==> src/rtl/mem_arbiter.sv <==
// Single-port memory arbiter: serialises Icache refill, Dcache refill and Dcache
// write-back line transfers onto one memory bus, one transaction at a time.
module mem_arbiter #(
  parameter int ADDR_W     = 32,
  parameter int LINE_W     = 128,
  parameter int STARVE_MAX = 4
) (
  input  logic              clk,
  input  logic              reset,

  input  logic              ic_read_req,
  input  logic [ADDR_W-1:0] ic_read_addr,
  output logic [LINE_W-1:0] ic_read_data,
  output logic              ic_read_ack,

  input  logic              dc_read_req,
  input  logic [ADDR_W-1:0] dc_read_addr,
  output logic [LINE_W-1:0] dc_read_data,
  output logic              dc_read_ack,

  input  logic              dc_write_req,
  input  logic [ADDR_W-1:0] dc_write_addr,
  input  logic [LINE_W-1:0] dc_write_data,
  output logic              dc_write_ack,

  output logic              mem_enable,
  output logic              mem_rw,
  input  logic              mem_ack,
  output logic [ADDR_W-1:0] mem_addr,
  input  logic [LINE_W-1:0] mem_data_in,
  output logic [LINE_W-1:0] mem_data_out
);

  typedef enum logic [1:0] {
    IDLE = 2'd0,
    BUSY = 2'd1,
    RESP = 2'd2
  } state_t;

  typedef enum logic [1:0] {
    G_NONE = 2'd0,
    G_IC   = 2'd1,
    G_DR   = 2'd2,
    G_DW   = 2'd3
  } grant_t;

  localparam int CNT_W = $clog2(STARVE_MAX + 1);
  localparam logic [CNT_W-1:0] STARVE_LIMIT = CNT_W'(STARVE_MAX);

  state_t           state;
  state_t           state_next;
  grant_t           grant;
  grant_t           grant_sel;
  logic [CNT_W-1:0] starve_cnt;
  logic             any_req;
  logic             ic_forced;
  logic             dc_grant_sel;

  assign any_req      = ic_read_req | dc_read_req | dc_write_req;
  assign ic_forced    = ic_read_req && (starve_cnt == STARVE_LIMIT);
  assign dc_grant_sel = (grant_sel == G_DR) || (grant_sel == G_DW);

  // Fixed priority write > read > icache, unless the Icache has waited out
  // STARVE_MAX consecutive Dcache grants.
  always_comb begin
    // NOTE: every combinational output gets a default first so no path leaves it
    // unassigned, which would otherwise infer a latch.
    grant_sel = G_NONE;
    if (ic_forced)         grant_sel = G_IC;
    else if (dc_write_req) grant_sel = G_DW;
    else if (dc_read_req)  grant_sel = G_DR;
    else if (ic_read_req)  grant_sel = G_IC;
  end

  // State register
  always_ff @(posedge clk) begin
    // NOTE: sequential state uses non-blocking assignments so every register
    // samples pre-edge values regardless of statement order.
    if (!reset) state <= IDLE;
    else        state <= state_next;
  end

  // Next-state logic
  always_comb begin
    state_next = state;
    unique case (state)
      IDLE:    if (any_req) state_next = BUSY;
      BUSY:    if (mem_ack) state_next = RESP;
      RESP:    state_next = IDLE;
      default: state_next = IDLE;
    endcase
  end

  // Output logic: enable and acks are pure decodes of the registered state.
  always_comb begin
    mem_enable   = (state == BUSY);
    ic_read_ack  = 1'b0;
    dc_read_ack  = 1'b0;
    dc_write_ack = 1'b0;
    if (state == RESP) begin
      ic_read_ack  = (grant == G_IC);
      dc_read_ack  = (grant == G_DR);
      dc_write_ack = (grant == G_DW);
    end
  end

  // Transaction latch: address, direction and write data frozen at grant time.
  always_ff @(posedge clk) begin
    if (!reset) begin
      grant        <= G_NONE;
      mem_rw       <= 1'b0;
      mem_addr     <= '0;
      mem_data_out <= '0;
    end else if (state == IDLE && any_req) begin
      grant        <= grant_sel;
      mem_rw       <= (grant_sel == G_DW);
      mem_data_out <= (grant_sel == G_DW) ? dc_write_data : '0;
      unique case (grant_sel)
        G_IC:    mem_addr <= ic_read_addr;
        G_DR:    mem_addr <= dc_read_addr;
        G_DW:    mem_addr <= dc_write_addr;
        default: mem_addr <= '0;
      endcase
    end
  end

  // Read-return registers hold their line until that port's next refill.
  always_ff @(posedge clk) begin
    if (!reset) begin
      ic_read_data <= '0;
      dc_read_data <= '0;
    end else if (state == BUSY && mem_ack) begin
      if (grant == G_IC) ic_read_data <= mem_data_in;
      if (grant == G_DR) dc_read_data <= mem_data_in;
    end
  end

  // Counts Dcache wins while the Icache is left waiting; decisions only in IDLE.
  always_ff @(posedge clk) begin
    if (!reset) begin
      starve_cnt <= '0;
    end else if (state == IDLE) begin
      if (!ic_read_req || grant_sel == G_IC)
        starve_cnt <= '0;
      else if (dc_grant_sel && starve_cnt != STARVE_LIMIT)
        starve_cnt <= starve_cnt + 1'b1;
    end
  end

endmodule
==> config.mk <==
export PLATFORM = sky130hd
export DESIGN_NAME = mem_arbiter
export DESIGN_NICKNAME = d
export VERILOG_FILES = /design/src/rtl/mem_arbiter.sv
export SDC_FILE = /design/constraint.sdc
export NUM_CORES = 1
export LEC_CHECK = 0
export CAP_MARGIN = 15
export CORE_AREA = 2 2 306 308
export DETAILED_ROUTE_END_ITERATION = 12
export DIE_AREA = 0 0 308 310
export SLEW_MARGIN = 20
export SYNTH_ARGS = -nofsm -noshare
export SYNTH_HDL_FRONTEND = slang
export SYNTH_SLANG_ARGS = --single-unit
==> constraint.sdc <==
create_clock -name clk -period 2.3 [get_ports clk]
set_input_delay 0.23 -clock clk [delete_from_list [all_inputs] [get_ports clk]]
set_output_delay 0.23 -clock clk [all_outputs]
set_load 0.05 [all_outputs]
==> reports/results.txt, run 1 <==
Final GP Congestion: 0.816
H-tree depth: 2
CP max stage delay: 0.87 ns
PD cells: 721 nW/um^2
Cell variety after synth: 33
crit path capture type: output port
global-route wire length before repair: 113,000 um
TNS Setup: 0 ns
met2 routed WL: 37,300 um
CTS tree: built
Final Hold Viols: 0
largest net degree at the start of global routing: 128
worst clock skew: 0.0284 ns
I/O pin cnt: 779
Worst-path clk slew: 0.06 ns
post-synthesis mux area share: 0
antenna-violating nets left: 0
compound-cell area share of the yosys netlist: 0.302
Final Cell Area: 29,300 sq um
die area: 95,500 sq um
Syn Nets: 2,411
EDFF count, synth: 0
slowest CP cell: clkdlybuf4s50_1
sequential area share after synthesis: 0.471
Cells after Synth: 2,051
Routed WL per cell: 19.7 um
clk buf depth: 3
Initial Utilization: 0.195
fin util: 0.317
cell family with most CP delay: buffers and inverters
DRT met1 WL: 31,600 um
Initial DRC Count: 1,411
top layer in use: met5
Synth Cell Area: 18,000 sq um
crit-path cells: clkdlybuf4s50_1
Critical Path Fanout Max: 3
initial antenna violation count: 4
# DRC: 0
Final Setup Violations: 0
maximum clock rate: 446 MHz
Slew headroom: 0.529
Avg Inst Size Synth: 8.79 sq um
Critical Path AT: 2.01 ns
Yosys warnings: 0
WL met3: 6980 um
vias in the first global route: 17.4k
post-CTS setup buffer count: 0
Total Power: 21,100 uW
worst skew pair latency: 0.63 ns
WP data required: 2.07 ns
Tot GR Track Use: 0.155
Slew Limit Fails: 0
CP Class: reg -> out
Area Growth Syn to Fin: 62.5%
min Tclk post-route: 2.24 ns
vias: 18.1k
root buffer cell: clkbuf_16
worst min path class: in -> reg
run status: complete, no violations
DRT Wirelength: 78,700 um
RSZ-0062 raised after global routing: no
DP Area: 27,400 sq um
fin crit share: 0.975
Pre-Repair DR Iteration Count: 5
largest family of logic cells by synthesized area: compound AO/OA/AOI/OAI gates
top post-synthesis cells by area: dfxtp_1, a21boi_1, nand3_1
post-synthesis xor/xnor area fraction: 0
Overflow after GRT: 0
Max VDD drop: 424 uV
Synth area leader: dfxtp_1
kind of start point of the critical path: flop
clock sinks: 424
simple-gate share of the synthesized area: 0.166
via/cell ratio: 4.53
CTS buffer count: 52
Worst Path Buf+Inv: 1
Least-Margin Pin Slew: 0.704 ns
Synth Area in Adders: 0.00139
# rows: 112
hpwl dp: 56,900 um
Port Buffers: 778
Max-Cap Viols: 0
fraction of layout cells with a size suffix above 1: 0.114
Post-synth top flop: dfxtp_1
Die Span X: 308 um
LEAKAGE: 0.0102 uW
core area: 92,500 sq um
fin nets: 3,105
ys async rst share: 0
post-synthesis register bit count: 424
Die H: 310 um
share of the synthesized area in the top cell type: 0.471
area by class of cell:
type                    count  area, sq um
diodes                      5         12.5
repair buffers            875         8930
clock buffers              73         1500
well taps                1197         1500
inverters                   2         7.51
flip-flops and latches    424         8490
clock inverters            25          320
multi-input cells        1390         8520
fillers                  9616        63200
routing by layer:
metal | GRT usage | up-vias
met3 | 0.0549 | 120
met1 | 0.182 | 8635
li1 | - | 8705
met4 | 0.0605 | 4
met2 | 0.259 | 630
met5 | 0 | -
power by group:
part           total, uW  switching (uW)  internal [uW]  leakage [uW]
Combinational       4520            2750           1760       0.00581
Clock               8770            3530           5250      0.000896
Sequential          7820             171           7650       0.00345
Total              21100            6450          14700        0.0102
synthesized netlist by cell type, types with 2 or more instances:
| master | count |
|---|---|
| nand3b_1 | 33 |
| a21oi_1 | 33 |
| nor2b_1 | 5 |
| nor2_1 | 5 |
| nand3_1 | 258 |
| o21a_1 | 2 |
| buf_6 | 11 |
| dfxtp_1 | 424 |
| ha_1 | 2 |
| o21bai_1 | 32 |
| inv_1 | 2 |
| o22ai_1 | 28 |
| buf_1 | 15 |
| buf_4 | 6 |
| nand4_1 | 3 |
| nand2_1 | 292 |
| o22ai_2 | 100 |
| clkbuf_1 | 135 |
| buf_2 | 68 |
| o21ai_0 | 236 |
| a21boi_1 | 260 |
| o311a_1 | 32 |
| and3_1 | 34 |
| o21ai_1 | 23 |
| nand2b_1 | 4 |
metrics by stage:
step / hold WS [ns] / setup slack [ns] / std cells
2_1_floorplan: 0.376 / 0.457 / 2051
3_3_place_gp: 0.456 / 0.269 / 3887
3_5_place_dp: 0.459 / 0.271 / 3887
4_1_cts: 0.0483 / 0.00337 / 3986
5_1_grt: 0.111 / 0.0361 / 3987
6_report: 0.105 / 0.0572 / 3991
final timing paths:
check / startpoint / end / slack (ns) / depth (start not counted)
hold / removal: dc_write_req / grant[1] / 0.11 / 3
hold reg to reg: mem_data_out[3] / mem_data_out[3] / 0.47 / 2
setup / recovery: ic_read_data[122] / ic_read_data[122] / 0.06 / 1
setup reg to reg: starve_cnt[0] / mem_rw / 0.47 / 6
state kept, by name, indices dropped and copies added (netlist names):
name,flops
grant,2
mem_addr,32
dc_read_data,128
ic_read_data,128
mem_rw,1
starve_cnt,3
mem_data_out,128
state,2
what timing repair did:
| item | 4_1_cts | 5_1_grt |
|---|---|---|
| endpoints found under the hold margin | 11 | 0 |
| hold buffers | 1 | 0 |
| endpoints found under the setup margin | 2 | 1 |
| gates resized for setup | 3 | 1 |
layout by cell type (no fill, tap or decap), types with 34 or more instances in the layout:
cell	n
clkdlybuf4s50_1	757
dfxtp_1	422
nand2_1	292
a21boi_1	260
nand3_1	257
o21ai_0	236
o22ai_2	100
buf_4	76
clkbuf_16	52
buf_12	37
and3_1	34
cell families (layout without fill, tap and decap cells):
family	Yosys count	in the layout
AO/OA/AOI/OAI	749	749
AND/OR/NAND/NOR	639	639
flip-flops	424	424
buffers and inverters	237	975
adder cells (fa/ha/maj)	2	2
other	0	5
(Power assumes the default switching activity.)
==> inputs of run 2 (changes only) <==
- CTS_BUF_LIST: not set -> sky130_fd_sc_hd__clkbuf_8 sky130_fd_sc_hd__clkbuf_16
==> run 2 against run 1 <==
Compared with the run above:
- total power down 0.18%
- sequential cell count unchanged
- sequential share of layout area unchanged
- cell area unchanged
- non-clock buffer count unchanged
- core utilization unchanged
- register-to-register slack about the same
- fmax about the same
- critical endpoint unchanged
- highest routed layer unchanged
- clock skew about the same
- clock power about the same
==> reports/results.txt, run 2 (synthesis results as in run 1) <==
Pre-Repair DR Iteration Count: 5
via/cell ratio: 4.54
CTS tree: built
Area Growth Syn to Fin: 62.5%
most frequent cells in the layout: clkdlybuf4s50_1, dfxtp_1, nand2_1, a21boi_1, nand3_1
worst skew pair latency: 0.63 ns
Worst Path Buf+Inv: 1
H-tree depth: 2
die area: 95,500 sq um
commonest non-fill, non-tap cell in the layout: clkdlybuf4s50_1
Initial Utilization: 0.195
DRT Wirelength: 78,700 um
maximum clock rate: 446 MHz
RSZ-0062 raised after global routing: no
Final Hold Viols: 0
I/O pin cnt: 779
initial antenna violation count: 4
CP Class: reg -> out
slowest CP cell: clkdlybuf4s50_1
min Tclk post-route: 2.24 ns
hpwl dp: 56,900 um
fill cell count: 9,616
antenna-violating nets left: 0
Die H: 310 um
largest net degree at the start of global routing: 128
# rows: 112
crit-path cells: clkdlybuf4s50_1
run status: complete, no violations
# DRC: 0
WP data required: 2.07 ns
Max VDD drop: 424 uV
Die Span X: 308 um
hold depth: 3
Critical Path Fanout Max: 3
R2R setup slack: 0.48 ns
kind of start point of the critical path: flop
Hold Startpoint: dc_write_req
biggest regs: dc_read_data x128, ic_read_data x128, mem_data_out x128
Slew headroom: 0.529
clock sinks: 424
global-route wire length before repair: 113,000 um
Max-Cap Viols: 0
RR Startpoint: starve_cnt[0]
Worst-path clk slew: 0.06 ns
fin nets: 3,105
worst clock skew: 0.0280 ns
Routed WL per cell: 19.7 um
worst min path class: in -> reg
Port Buffers: 778
post-CTS setup buffer count: 0
clk buf depth: 3
Initial DRC Count: 1,407
TNS Setup: 0 ns
vias: 18.1k
hold endpoint: grant[1]
cell family with most CP delay: buffers and inverters
Slew Limit Fails: 0
Critical Path AT: 2.01 ns
root buffer cell: clkbuf_16
Overflow after GRT: 0
Least-Margin Pin Slew: 0.704 ns
fin crit share: 0.975
Tot GR Track Use: 0.155
Final Setup Violations: 0
CP max stage delay: 0.87 ns
worst reg-to-reg path cell count: 6
crit path capture type: output port
Total Power: 21,100 uW
R2R Path End: mem_rw
vias in the first global route: 17.4k
fraction of layout cells with a size suffix above 1: 0.114
Final GP Congestion: 0.816
core area: 92,500 sq um
CTS buffer count: 52
PD cells: 720 nW/um^2
LEAKAGE: 0.0102 uW
## run 2: metal layers
layer	routed length (um)	vias up	global-route usage
met1	31600	8647	0.182
met5	27	-	0
met3	7020	120	0.0549
li1	-	8705	-
met4	2780	4	0.0605
met2	37300	642	0.259
## run 2: area by class of cell
class	instances	area (sq um)	area share
diodes	5	12.5	0.000427
clock buffers	64	1470	0.0501
well taps	1197	1500	0.0512
inverters	2	7.51	0.000256
multi-input cells	1390	8520	0.291
repair buffers	875	8930	0.305
flip-flops and latches	424	8490	0.290
clock inverters	34	354	0.0121
## run 2: worst max-delay path by stage
stage / cells after the start / slack (ns) / start / to
after floorplan: 5 / 0.46 / grant[0] / dc_read_ack
after global placement: 5 / 0.27 / ic_read_req / mem_rw
after detailed placement: 5 / 0.27 / ic_read_req / mem_rw
after CTS: 3 / 0.003 / state[0] / dc_write_ack
after global routing: 1 / 0.04 / ic_read_data[122] / ic_read_data[122]
final: 1 / 0.06 / ic_read_data[122] / ic_read_data[122]
## run 2: power by group
group / internal (uW) / total (uW) / switching [uW]
Clock: 5200 / 8740 / 3530
Sequential: 7650 / 7820 / 171
Combinational: 1760 / 4520 / 2750
## run 2: repair_timing
item,in CTS,in global routing
resized for setup,3,1
cloned,0,0
hold buffers,1,0
endpoints found under the setup margin,2,1
endpoints found under the hold margin,11,0
## run 2: worst reg2reg max path, delay by kind of cell (launching register included)
family	cells	cell delay (ns)
buffers and inverters	2	0.44
AND/OR/NAND/NOR	2	0.57
adder cells (fa/ha/maj)	1	0.25
AO/OA/AOI/OAI	1	0.12
flip-flops	1	0.37
## run 2: through the flow
step                      area (sq um)  instances  utilization  hold WS, ns  setup slack [ns]
after floorplan                  18000       2051            -        0.376             0.457
after global placement           27400       3887        0.297        0.456             0.269
after detailed placement         27400       3887        0.297        0.459             0.271
after CTS                        29300       3986        0.316       0.0483           0.00337
after global routing             29300       3987        0.316        0.111            0.0361
final                            29300       3991        0.317        0.105            0.0570
==> inputs of run 3 (changes only) <==
- ABC_CLOCK_PERIOD_IN_PS: not set -> 2300
- CTS_CLUSTER_DIAMETER: not set -> 40
==> run 3 against run 2 <==
Compared with the run above:
- core utilization up 1.3 points
- cell area up 4.1%
- first-iteration DRC count up 3.3%
- highest routed layer unchanged
- setup slack lost 0.050 ns
==> reports/results.txt, run 3 (synthesis results as in run 1) <==
run status: complete, no violations
hold slack: 0.110 ns
Max-Cap Viols: 0
Tot GR Track Use: 0.156
Die H: 310 um
RSZ-0062 raised after global routing: no
biggest regs: dc_read_data x128, ic_read_data x128, mem_data_out x128
Final Hold Viols: 0
Initial Utilization: 0.195
fin nets: 3,136
Critical Path Fanout Max: 2
fill cell count: 9,520
Slew Limit Fails: 0
TNS Setup: 0 ns
core area: 92,500 sq um
WL met3: 7370 um
I/O pin cnt: 779
CP max stage delay: 0.96 ns
Hold Startpoint: dc_write_req
commonest non-fill, non-tap cell in the layout: clkdlybuf4s50_1
Max VDD drop: 466 uV
CP Class: reg -> out
# rows: 112
Die Span X: 308 um
RR Startpoint: starve_cnt[0]
worst skew pair latency: 0.63 ns
multi-input combinational cell area: 8520 sq um
Clk pwr share: 0.512
Pre-Repair DR Iteration Count: 5
die area: 95,500 sq um
CTS tree: built
vias: 18.3k
Overflow after GRT: 0
Int Pwr: 18,200 uW
Least-Margin Pin Slew: 0.686 ns
CTS buffer count: 83
fraction of layout cells with a size suffix above 1: 0.130
hpwl dp: 56,900 um
initial antenna violation count: 4
Initial DRC Count: 1,453
kind of start point of the critical path: flop
top layer in use: met5
worst min path class: in -> reg
root buffer cell: clkbuf_16
met2 routed WL: 37,100 um
Final Setup Violations: 0
DRT met1 WL: 31,300 um
Sw Pwr: 7130 uW
Area Growth Syn to Fin: 69.0%
Gate power share: 0.178
Reg power frac: 0.309
worst clock skew: 0.0242 ns
Worst-path clk slew: 0.04 ns
via/cell ratio: 4.53
Routed WL per cell: 19.5 um
LEAKAGE: 0.0107 uW
cell family with most CP delay: buffers and inverters
crit-path cells: clkdlybuf4s50_1
Slew headroom: 0.541
WP data required: 2.07 ns
antenna-violating nets left: 0
largest net degree at the start of global routing: 128
min Tclk post-route: 2.29 ns
slowest CP cell: clkdlybuf4s50_1
PD cells: 832 nW/um^2
Final GP Congestion: 0.816
vias in the first global route: 17.8k
fin crit share: 0.997
most frequent cells in the layout: clkdlybuf4s50_1, dfxtp_1, nand2_1, a21boi_1, nand3_1
H-tree depth: 3
maximum clock rate: 436 MHz
clock sinks: 424
crit path capture type: output port
Worst Path Buf+Inv: 1
Critical Path AT: 2.06 ns
Port Buffers: 778
Net Sw Frac: 0.281
global-route wire length before repair: 114,000 um
clk buf depth: 3
# DRC: 0
crit path from: mem_data_out[115]
DRT Wirelength: 78,900 um
FF/Latch Area: 8490 sq um
[run 3: cell types whose count changed in the layout (fill, tap and decap cells not counted), sizes merged, moves of 4 or more]
cell,change
clkinvlp,+5
clkinv,+4
clkbuf,+34
bufinv,+9
[run 3: layer usage]
| layer | vias to the layer above | GRT usage |
|---|---|---|
| met2 | 682 | 0.257 |
| met3 | 150 | 0.0589 |
| li1 | 8780 | - |
| met4 | 4 | 0.0702 |
| met5 | - | 0 |
| met1 | 8675 | 0.180 |
[run 3: layout make-up]
cell class	count	area share
repair buffers	875	0.293
multi-input cells	1390	0.280
flip-flops and latches	424	0.279
clock buffers	98	0.0753
well taps	1197	0.0492
clock inverters	51	0.0235
diodes	4	0.000329
inverters	2	0.000246
[run 3: what timing repair did]
action / in CTS / in global routing
setup endpoints to repair: 1 / 0
hold buffers: 1 / 0
endpoints found under the hold margin: 9 / 0
resized for setup: 2 / 0
setup buffers: 0 / 0
[run 3: worst reg2reg max path: cells and delay by family (launching register included)]
family                   cells  cell delay (ns)
AND/OR/NAND/NOR              2             0.60
buffers and inverters        2             0.46
flip-flops                   1             0.36
adder cells (fa/ha/maj)      1             0.25
AO/OA/AOI/OAI                1             0.11
[run 3: power by group through the flow]
stage,registers [uW],logic [uW],clock network [uW]
after global placement,7970,4550,0
after global routing,7860,4770,13600
after floorplan,8970,1470,0
after CTS,7840,4560,13300
final,7840,4520,13000
after detailed placement,7980,4550,0
[run 3: path summary, 6_finish.rpt]
check	end	slack [ns]	cells after the start
min reg2reg	mem_data_out[3]	0.46	2
max	mem_data_out[115]	0.007	1
max reg2reg	mem_data_out[123]	0.45	6
min	grant[1]	0.11	3
[run 3: stage by stage]
| stage | setup slack (ns) | utilization | instances | total power, uW | cell area, sq um |
|---|---|---|---|---|---|
| 6_report | 0.00711 | 0.329 | 4041 | 25300 | 30500 |
| 5_1_grt | 0.00824 | 0.329 | 4038 | 26200 | 30500 |
| 4_1_cts | 0.00826 | 0.329 | 4037 | 25700 | 30500 |
| 3_5_place_dp | 0.271 | 0.297 | 3887 | 12500 | 27400 |
| 3_3_place_gp | 0.269 | 0.297 | 3887 | 12500 | 27400 |
| 2_1_floorplan | 0.457 | - | 2051 | 10400 | 18000 |
